File: config.mk
export PLATFORM = sky130hd
export DESIGN_NAME = program_sequencer_flat
export DESIGN_NICKNAME = d
export VERILOG_FILES = /design/src/rtl/program_sequencer_pkg.sv /design/src/rtl/program_sequencer_if.sv /design/src/rtl/program_sequencer_prog_buffer.sv /design/src/rtl/program_sequencer.sv /design/src/flat_wrapper.sv
export SDC_FILE = /design/constraint.sdc
export NUM_CORES = 1
export LEC_CHECK = 0
export ABC_AREA = 1
export CORE_ASPECT_RATIO = 0.9
export CORE_UTILIZATION = 56
export CTS_BUF_LIST = sky130_fd_sc_hd__clkbuf_8
export CTS_CLUSTER_DIAMETER = 40
export CTS_CLUSTER_SIZE = 16
export DETAILED_ROUTE_END_ITERATION = 12
export GPL_TIMING_DRIVEN = 0
export PLACE_DENSITY_LB_ADDON = 0.08
export SETUP_SLACK_MARGIN = 0.3
export SLEW_MARGIN = 20
export SYNTH_ARGS = -nofsm -noshare
export SYNTH_HDL_FRONTEND = slang
export SYNTH_SLANG_ARGS = --single-unit
File: constraint.sdc
create_clock -name CLK_In -period 4 [get_ports CLK_In]
set_input_delay 1.2 -clock CLK_In [delete_from_list [all_inputs] [get_ports CLK_In]]
set_output_delay 1.2 -clock CLK_In [all_outputs]
set_load 0.05 [all_outputs]
File: src/rtl/program_sequencer_pkg.sv
// Shared types and constants for the program sequencer: state encoding,
// buffer geometry, terminator word and instruction field positions.
package program_sequencer_pkg;
   localparam int DEPTH   = 16;
   localparam int ADDR_W  = 4;
   localparam int INSTR_W = 16;
   localparam logic [INSTR_W-1:0] HALT_WORD = 16'h0000;

   // Instruction layout: {rd_addr, data, op, wr_addr, we}
   localparam int RD_MSB   = 15;
   localparam int RD_LSB   = 12;
   localparam int DATA_MSB = 11;
   localparam int DATA_LSB = 8;
   localparam int OP_MSB   = 7;
   localparam int OP_LSB   = 5;
   localparam int WA_MSB   = 4;
   localparam int WA_LSB   = 1;
   localparam int WE_BIT   = 0;

   typedef enum logic [1:0] {
      SEQ_IDLE   = 2'd0,
      SEQ_RUN    = 2'd1,
      SEQ_PAUSED = 2'd2,
      SEQ_DONE   = 2'd3
   } seq_state_e;
endpackage

File: src/rtl/program_sequencer_if.sv
// Control/load/issue bundle between the front panel, the sequencer and the datapath.
interface program_sequencer_if;
   import program_sequencer_pkg::*;
   logic [INSTR_W-1:0] Manual_Instr;
   logic               Load_Valid;
   logic [ADDR_W-1:0]  Load_Addr;
   logic [INSTR_W-1:0] Load_Data;
   logic               Load_Ready;
   logic               Run_Req;
   logic               Step_Req;
   logic               Halt_Req;
   logic [INSTR_W-1:0] Instruction;
   logic               Issue_Valid;
   logic [ADDR_W-1:0]  PC;
   logic [1:0]         Seq_State;
   logic               Done;

   modport master (
      output Manual_Instr, Load_Valid, Load_Addr, Load_Data, Run_Req, Step_Req, Halt_Req,
      input  Load_Ready, Instruction, Issue_Valid, PC, Seq_State, Done
   );
   modport slave (
      input  Manual_Instr, Load_Valid, Load_Addr, Load_Data, Run_Req, Step_Req, Halt_Req,
      output Load_Ready, Instruction, Issue_Valid, PC, Seq_State, Done
   );
endinterface

File: src/rtl/program_sequencer_prog_buffer.sv
// Program store: one synchronous write port, one asynchronous read port.
// A same-cycle write to the read address still returns the old word.
module prog_buffer
   import program_sequencer_pkg::*;
(
   input  logic               i_clk,
   input  logic               i_we,
   input  logic [ADDR_W-1:0]  i_waddr,
   input  logic [INSTR_W-1:0] i_wdata,
   input  logic [ADDR_W-1:0]  i_raddr,
   output logic [INSTR_W-1:0] o_rdata
);
   // Contents survive reset; power-up value makes an unloaded program stop at once.
   logic [INSTR_W-1:0] r_mem [DEPTH] = '{default: HALT_WORD};

   always_ff @(posedge i_clk) begin
      if (i_we) r_mem[i_waddr] <= i_wdata;
   end

   assign o_rdata = r_mem[i_raddr];
endmodule

File: src/rtl/program_sequencer.sv
// Replays a loaded program into the datapath instruction port, with
// run / pause / single-step / halt control and manual pass-through in IDLE.
module program_sequencer
   import program_sequencer_pkg::*;
(
   input  logic CLK_In,
   input  logic Reset_In,
   program_sequencer_if.slave bus
);
   seq_state_e         r_state, w_state_nxt;
   logic [ADDR_W-1:0]  r_pc, w_pc_nxt;
   logic [INSTR_W-1:0] r_instr, w_instr_nxt;
   logic               r_issue, w_issue_nxt;
   logic               w_try_issue;
   logic               w_load_ready;
   logic               w_we;
   logic [INSTR_W-1:0] w_rdata;

   assign w_load_ready = (r_state != SEQ_RUN);
   assign w_we         = bus.Load_Valid & w_load_ready & ~Reset_In;

   prog_buffer u_buf (
      .i_clk   (CLK_In),
      .i_we    (w_we),
      .i_waddr (bus.Load_Addr),
      .i_wdata (bus.Load_Data),
      .i_raddr (r_pc),
      .o_rdata (w_rdata)
   );

   always_ff @(posedge CLK_In) begin
      if (Reset_In) begin
         r_state <= SEQ_IDLE;
         r_pc    <= '0;
         r_instr <= '0;
         r_issue <= 1'b0;
      end else begin
         r_state <= w_state_nxt;
         r_pc    <= w_pc_nxt;
         r_instr <= w_instr_nxt;
         r_issue <= w_issue_nxt;
      end
   end

   always_comb begin
      w_state_nxt = r_state;
      w_pc_nxt    = r_pc;
      w_instr_nxt = r_instr;
      w_issue_nxt = 1'b0;
      w_try_issue = 1'b0;
      // Request priority within each state: Halt > Run > Step.
      unique case (r_state)
         SEQ_IDLE: begin
            w_instr_nxt = bus.Manual_Instr;
            if (bus.Halt_Req) begin
               w_state_nxt = SEQ_IDLE;
            end else if (bus.Run_Req) begin
               w_pc_nxt    = '0;
               w_state_nxt = SEQ_RUN;
            end else if (bus.Step_Req) begin
               w_try_issue = 1'b1;
            end
         end
         SEQ_RUN: begin
            if (bus.Halt_Req) w_state_nxt = SEQ_PAUSED;
            else              w_try_issue = 1'b1;
         end
         SEQ_PAUSED: begin
            if (bus.Halt_Req) begin
               w_state_nxt = SEQ_IDLE;
               w_pc_nxt    = '0;
            end else if (bus.Run_Req) begin
               w_state_nxt = SEQ_RUN;
            end else if (bus.Step_Req) begin
               w_try_issue = 1'b1;
            end
         end
         SEQ_DONE: begin
            if (bus.Halt_Req) begin
               w_state_nxt = SEQ_IDLE;
               w_pc_nxt    = '0;
            end else if (bus.Run_Req) begin
               w_state_nxt = SEQ_RUN;
               w_pc_nxt    = '0;
            end
         end
         default: w_state_nxt = SEQ_IDLE;
      endcase

      // Terminator stops without issuing; the last slot issues then stops.
      if (w_try_issue) begin
         if (w_rdata == HALT_WORD) begin
            w_state_nxt = SEQ_DONE;
         end else begin
            w_instr_nxt = w_rdata;
            w_issue_nxt = 1'b1;
            w_pc_nxt    = r_pc + ADDR_W'(1);
            if (r_pc == ADDR_W'(DEPTH-1)) w_state_nxt = SEQ_DONE;
            else if (r_state != SEQ_RUN)  w_state_nxt = SEQ_PAUSED;
         end
      end
   end

   assign bus.Load_Ready  = w_load_ready;
   assign bus.Instruction = r_instr;
   assign bus.Issue_Valid = r_issue;
   assign bus.PC          = r_pc;
   assign bus.Seq_State   = r_state;
   assign bus.Done        = (r_state == SEQ_DONE);
endmodule

File: src/flat_wrapper.sv
// flat-port wrapper written by rule: the top's interface ports become plain ports
module program_sequencer_flat import program_sequencer_pkg::*;
  (CLK_In, Reset_In, bus_Manual_Instr, bus_Load_Valid, bus_Load_Addr, bus_Load_Data, bus_Run_Req, bus_Step_Req, bus_Halt_Req, bus_Load_Ready, bus_Instruction, bus_Issue_Valid, bus_PC, bus_Seq_State, bus_Done);
  program_sequencer_if bus_i ();
  input  logic CLK_In;
  input  logic Reset_In;
  input wire logic [$bits(bus_i.Manual_Instr)-1:0] bus_Manual_Instr;
  input wire logic [$bits(bus_i.Load_Valid)-1:0] bus_Load_Valid;
  input wire logic [$bits(bus_i.Load_Addr)-1:0] bus_Load_Addr;
  input wire logic [$bits(bus_i.Load_Data)-1:0] bus_Load_Data;
  input wire logic [$bits(bus_i.Run_Req)-1:0] bus_Run_Req;
  input wire logic [$bits(bus_i.Step_Req)-1:0] bus_Step_Req;
  input wire logic [$bits(bus_i.Halt_Req)-1:0] bus_Halt_Req;
  output wire logic [$bits(bus_i.Load_Ready)-1:0] bus_Load_Ready;
  output wire logic [$bits(bus_i.Instruction)-1:0] bus_Instruction;
  output wire logic [$bits(bus_i.Issue_Valid)-1:0] bus_Issue_Valid;
  output wire logic [$bits(bus_i.PC)-1:0] bus_PC;
  output wire logic [$bits(bus_i.Seq_State)-1:0] bus_Seq_State;
  output wire logic [$bits(bus_i.Done)-1:0] bus_Done;
  assign bus_i.Manual_Instr = bus_Manual_Instr;
  assign bus_i.Load_Valid = bus_Load_Valid;
  assign bus_i.Load_Addr = bus_Load_Addr;
  assign bus_i.Load_Data = bus_Load_Data;
  assign bus_i.Run_Req = bus_Run_Req;
  assign bus_i.Step_Req = bus_Step_Req;
  assign bus_i.Halt_Req = bus_Halt_Req;
  assign bus_Load_Ready = bus_i.Load_Ready;
  assign bus_Instruction = bus_i.Instruction;
  assign bus_Issue_Valid = bus_i.Issue_Valid;
  assign bus_PC = bus_i.PC;
  assign bus_Seq_State = bus_i.Seq_State;
  assign bus_Done = bus_i.Done;
  program_sequencer u_core (.CLK_In(CLK_In), .Reset_In(Reset_In), .bus(bus_i));
endmodule
==> results.md, run 1 <==
* Run status: finished clean
* Share of final-layout standard cells stronger than drive strength 1 at around a tenth
* Post-synthesis to final-layout area growth at 17.9%
* Maximum number of buffers from clock root to sink at 3
* Timing startpoint of the critical path: Reset_In
* Clock transition at path regs at roughly 0.070 ns
* Overall die height at ~140 um
* Final period utilization at about four fifths
* Clock Sink Count at roughly 280
* Cell Pwr Density at approximately 470 nW/um^2
* Die Footprint at around 22000 um^2
* DRT iter0 DRCs at between 900 and 1000
* Number of synthesized register bits at approximately 280
* Number of iterations in the first detailed-routing pass at 5
* Count of hold buffers inserted by post-cts repair at 0
* Commonest non-fill, non-tap cells in the layout: 467 x nand2_1, 256 x edfxtp_1, 128 x inv_1, 102 x nand3_1, 101 x nor2_1
* Hold Path Class: flip-flop to flip-flop
* Initial antenna violation count at 0
* Overall track demand over capacity in global routing at ~29%
* Floorplan row count at 50
* Pre-CTS setup slack at approximately 0.27 ns
* CP endpoint kind: flip-flop
* Sequential share of the synthesized area at between 60% and 70%
* Final design utilization at slightly below 70%
* Detailed-route wire length per cell at 18.6 um
* GRT Residual Overflow at 0
* Launch point of the worst reg-to-reg path: u_core.bus.PC[3]$_SDFF_PP0_
* Via count of the first global-routing pass at 7826
* CTS Root Cell: clkbuf_8
* Reported max-cap violation count at 0
* Number of antenna repair diodes at 0
* Critical Path RT at 4.27 ns
* Starting density of the core at a little under three fifths
* Number of pins with negative max-slew slack in the final report at 0
* Worst-path fanout max at 11
* Most common cell after layout, fill and taps aside: nand2_1
* Ordered cell list for the critical path: clkdlybuf4s50_1 -> inv_1 -> nand2_1 -> nor2_1 -> nand3_1 -> nor2_2 -> buf_6
* Number of buffers added by the clock tree synthesis step at 37
* FMAX at 0.314 GHz
* Post-Route WL at a little over 30000 um
* Nets at 1376
* Peak supply drop at between 0.3 and 0.4 mV
* Source-to-sink clock delay at the later pin of the worst-skew pair at 0.56 ns
* Per-instance average area after synthesis at 9.92 um^2
* Startpoint Class: input pin
* Crit path largest cell delay at between 0.6 and 0.7 ns
* Ratio of routed vias to standard cells at 5.21
* Instance count after placement with tap cells included at between 1500 and 2000
* Post-route ant nets at 0
* Critical path arrival at around 3.5 ns
* Detailed placement HPWL at roughly 21000 um
* CTS tree: done
* Pin count of the biggest net entering global routing at 17
* Count of endpoints failing setup in the final report at 0
* Count of input and output buffers at 65
* Yosys warns at 0
* Synth cell types at 27
* Number of buffers added for setup after CTS at 0
* Highest-delay cell along the critical path: nor2_2
* Remaining design rule violation count at 0
* Setup skew after layout at 0.0180 ns
* Number of cells upsized or downsized after cts at 0
* CP Class: input pin to flip-flop
* Placeable Area at about 21000 um^2
* Startpoint of the lowest-slack hold path: u_core.bus.Instruction[14]$_SDFF_PP0_
* Tightest slew margin relative to the limit at 45.6%
* Cell area after technology mapping at ~12000 um^2
* Total leakage power at just under 6 nW
* Number of endpoints with negative hold slack in the final report at 0
* Final instance count without filler cells at roughly 1600
* Worst slew pin tran at between 0.8 and 0.9 ns
* Last weighted congestion value of the routability-driven placer at 0.899
* Count of mapped cells out of synthesis at about 1200
* Period minus WS final at 3.18 ns
* Total I/O pin count at 67
* Global-route wire length before repair at 45800 um
* Die W at 157 um
* Syn nets at 1257
* Final Worst Setup Slack at roughly 0.82 ns
* RSZ-0062 raised after global routing: false
* H-tree level count at 2
* Via Count at between 8000 and 9000
==> metrics by stage <==
stage | total power, mW | hold slack, ns | cell area [um^2] | setup TNS, ns
6_report | 6.62 | 0.589 | 14200 | 0
5_1_grt | 6.82 | 0.646 | 14200 | 0
4_1_cts | 6.63 | 0.598 | 14200 | 0
3_5_place_dp | 4.07 | 0.576 | 13300 | 0
3_3_place_gp | 4.05 | 0.571 | 13100 | -32.85
2_1_floorplan | 3.76 | 0.676 | 12000 | 0
==> cells in the mapped netlist <==
| cell | n | area share (%) |
|---|---|---|
| a21boi_0 | 1 | 0.062 |
| a21oi_1 | 3 | 0.12 |
| a31oi_1 | 1 | 0.052 |
| buf_1 | 8 | 0.25 |
| buf_2 | 27 | 1.1 |
| buf_4 | 1 | 0.062 |
| buf_6 | 5 | 0.47 |
| clkbuf_1 | 16 | 0.50 |
| clkinv_1 | 3 | 0.093 |
| dfxtp_1 | 23 | 3.8 |
| edfxtp_1 | 256 | 64 |
| ha_1 | 1 | 0.10 |
| inv_1 | 126 | 3.9 |
| inv_2 | 1 | 0.031 |
| mux2i_1 | 16 | 1.3 |
| nand2_1 | 467 | 15 |
| nand2_2 | 1 | 0.052 |
| nand3_1 | 102 | 4.2 |
| nand3b_1 | 1 | 0.062 |
| nor2_1 | 117 | 3.6 |
| nor2_2 | 1 | 0.052 |
| nor3_1 | 2 | 0.083 |
| o21a_1 | 1 | 0.062 |
| o21ai_0 | 24 | 1.0 |
| o21ai_1 | 7 | 0.29 |
| o21bai_1 | 1 | 0.062 |
| xor2_1 | 2 | 0.15 |
==> per-layer routing <==
metal	track usage, %	wire length [um]	up-vias	part of all wire [%]
li1	-	-	4155	-
met1	42.2	13300	4016	43
met2	43.9	13900	362	45
met3	4.40	2610	58	8.5
met4	10.5	868	0	2.8
met5	0	0	-	0
==> registers in the layout, summed over array words and instances (netlist names) <==
signal and flops:
u_core.u_buf.r_mem 256, u_core.bus.Instruction 16, u_core.bus.PC 4, u_core.bus.Seq_State 2
u_core.bus.Issue_Valid 1
==> cells by family after synthesis <==
family,Yosys count,synth area share [%]
xor+xnor,2,0.145
buf+inv,187,6.45
compound gates,38,1.65
flops,279,67.6
simple gates,691,22.7
fa+ha+maj,1,0.104
mux,16,1.33
==> worst max-delay path: cells and delay by family <==
| family | cells | cell delay [ns] |
|---|---|---|
| buffers and inverters | 3 | 0.81 |
| and+or+nand+nor | 4 | 1.41 |
==> final cells by class <==
| class | instances | area (um^2) |
|---|---|---|
| inverters | 130 | 488 |
| multi-input cells | 748 | 3170 |
| flip-flops and latches | 279 | 8150 |
| well taps | 286 | 358 |
| fillers | 1614 | 6750 |
| repair buffers | 80 | 842 |
| plain buffers | 57 | 289 |
| clock inverters | 29 | 377 |
| clock buffers | 39 | 537 |
==> power breakdown <==
group | switching, mW | internal [mW]
combinational | 0.535 | 0.239
clock | 1.14 | 1.46
sequential | 0.0190 | 3.22
==> path summary, 6_finish.rpt <==
check                                          end  slack, ns  cells past startpoint
min reg2reg  u_core.bus.Instruction[14]$_SDFF_PP0_       0.59                      4
max reg2reg     u_core.bus.Seq_State[0]$_SDFF_PP0_       0.94                     16
min          u_core.bus.Instruction[14]$_SDFF_PP0_       0.59                      4
max            u_core.u_buf.r_mem[9][14]$_DFFE_PP_       0.82                      7
Note: power is estimated with default switching activity, not from simulation.
==> run 2, diff against run 1 <==
Clock period 4 ns to 2.96 ns, I/O delays scaled along.
==> run 2 against run 1 <==
  * Die area stayed put
  * Wire length rose by 2.9%
  * Clock-buffer cell count did not move
  * Sequential power rose by 35%
  * Hold slack about the same
  * Setup slack worse by 0.47 ns
  * Critical path depth fell by 6
  * Sequential share of layout area decreased by 1.4 points
==> results.md, run 2 (synthesis gave the netlist of run 1 again) <==
* Crit path largest cell delay at just over 0.8 ns
* Number of antenna repair diodes at 0
* Flip-flop count of the largest register after layout at 256
* Hold slack final at a little under 0.6 ns
* Setup skew after layout at 0.0262 ns
* Last weighted congestion value of the routability-driven placer at roughly 0.9
* Floorplan row count at 50
* Run status: finished clean
* Startpoint Class: flip-flop
* Final design utilization at a little over two thirds
* Cell Pwr Density at just over 600 nW/um^2
* DRT iter0 DRCs at ~900
* Area occupied by multi-input gates at roughly 3200 um^2
* CTS tree: done
* Initial antenna violation count at 0
* Period minus WS final at ~2.6 ns
* Instance count after placement with tap cells included at approximately 1600
* Via count of the first global-routing pass at ~8000
* Share of final-layout standard cells stronger than drive strength 1 at between 10 and 15%
* Overall track demand over capacity in global routing at between 20% and 30%
* Die Footprint at ~22000 um^2
* Count of hold buffers inserted by post-cts repair at 0
* Nets at between 1000 and 1500
* Total leakage power at approximately 6.2 nW
* Post-synthesis to final-layout area growth at 20.8%
* Kind of cell adding the most delay to the critical path: buffers and inverters
* CP endpoint kind: output pin
* Critical path arrival at 1.72 ns
* Remaining design rule violation count at 0
* CP Class: flip-flop to output pin
* FMAX at about 0.38 GHz
* Ratio of routed vias to standard cells at around 5.2
* Register with the most flip-flops: u_core.u_buf.r_mem
* RSZ-0062 raised after global routing: true
* Highest-delay cell along the critical path: clkdlybuf4s50_1
* Number of buffers and inverters on the critical path at 1
* Source-to-sink clock delay at the later pin of the worst-skew pair at between 0.5 and 0.6 ns
* Number of pins with negative max-slew slack in the final report at 0
* Ordered cell list for the critical path: clkdlybuf4s50_1
* Peak supply drop at 0.412 mV
* Post-Route WL at ~32000 um
* Commonest non-fill, non-tap cells in the layout: 460 x nand2_1, 256 x edfxtp_1, 127 x inv_1, 101 x nand3_1, 98 x nor2_1
* Pin count of the biggest net entering global routing at 17
* Clock Sink Count at 279
* Final instance count without filler cells at 1660
* Number of iterations in the first detailed-routing pass at 5
* Reported max-cap violation count at 0
* Final period utilization at ~88%
* Total area of sequential cells at about 8000 um^2
* Die W at between 150 and 200 um
* GRT Residual Overflow at 0
* Hold Path Class: flip-flop to flip-flop
* Critical Path RT at just over 2 ns
* Clock transition at path regs at approximately 0.070 ns
* Worst slew pin tran at 0.787 ns
* Maximum number of buffers from clock root to sink at 3
* Overall Power at around 9 mW
* Starting density of the core at about 57%
* H-tree level count at 2
* Final Worst Setup Slack at roughly 0.35 ns
* Via Count at just under 9000
* Most common cell after layout, fill and taps aside: nand2_1
* Total I/O pin count at 67
* Global-route wire length before repair at roughly 46000 um
* Pre-CTS setup slack at -0.460 ns
* Number of buffers added by the clock tree synthesis step at 37
* Number of endpoints with negative hold slack in the final report at 0
* Count of endpoints failing setup in the final report at 0
* Detailed placement HPWL at 20600 um
* Placeable Area at between 20000 and 25000 um^2
* Tightest slew margin relative to the limit at about 47%
* Count of input and output buffers at 65
* Fill cell count at ~1600
* Overall die height at 141 um
* Worst-path fanout max at 3
* Detailed-route wire length per cell at between 15 and 20 um
* Post-route ant nets at 0
* CTS Root Cell: clkbuf_8
-- run 2: routing by layer --
metal | vias to the layer above | share of wire [%] | wire (um) | global-route usage [%]
met4 | 0 | 2.5 | 796 | 10.3
li1 | 4178 | - | - | -
met3 | 50 | 9.2 | 2910 | 4.30
met2 | 440 | 46 | 14400 | 44.5
met1 | 4044 | 43 | 13500 | 42.6
met5 | - | 0 | 0 | 0
-- run 2: what timing repair did --
action	in CTS	in global routing
resized for setup	31	82
setup buffers	2	10
endpoints found under the setup margin	77	164
pin swaps	0	4
-- run 2: final timing paths --
check / startpoint / end / slack (ns) / depth (start not counted)
hold / removal: u_core.bus.Instruction[14]$_SDFF_PP0_ / u_core.bus.Instruction[14]$_SDFF_PP0_ / 0.59 / 4
setup / recovery: u_core.bus.PC[0]$_SDFF_PP0_ / bus_PC[0] / 0.35 / 1
hold reg to reg: u_core.bus.Instruction[14]$_SDFF_PP0_ / u_core.bus.Instruction[14]$_SDFF_PP0_ / 0.59 / 4
setup reg to reg: u_core.bus.PC[0]$_SDFF_PP0_ / u_core.bus.Instruction[4]$_SDFF_PP0_ / 0.44 / 18
-- run 2: area by class of cell --
| cell class | count | area share (%) |
|---|---|---|
| Clock inverter | 29 | 2.59 |
| Tap cell | 286 | 2.46 |
| Sequential cell | 279 | 56.0 |
| Clock buffer | 39 | 3.69 |
| Inverter | 130 | 3.42 |
| Buffer | 57 | 2.94 |
| Timing Repair Buffer | 92 | 6.66 |
| Multi-Input combinational cell | 748 | 22.2 |
-- run 2: per-stage QoR --
stage / setup TNS, ns / cell area (um^2)
2_1_floorplan: 0 / 12000
3_3_place_gp: -217.84 / 13100
3_5_place_dp: -44.00 / 13300
4_1_cts: 0 / 14300
5_1_grt: 0 / 14600
6_report: 0 / 14600
-- run 2: report_power, final --
part / internal, mW / switching, mW
clock network: 1.98 / 1.55
logic: 0.359 / 0.743
registers: 4.35 / 0.0271
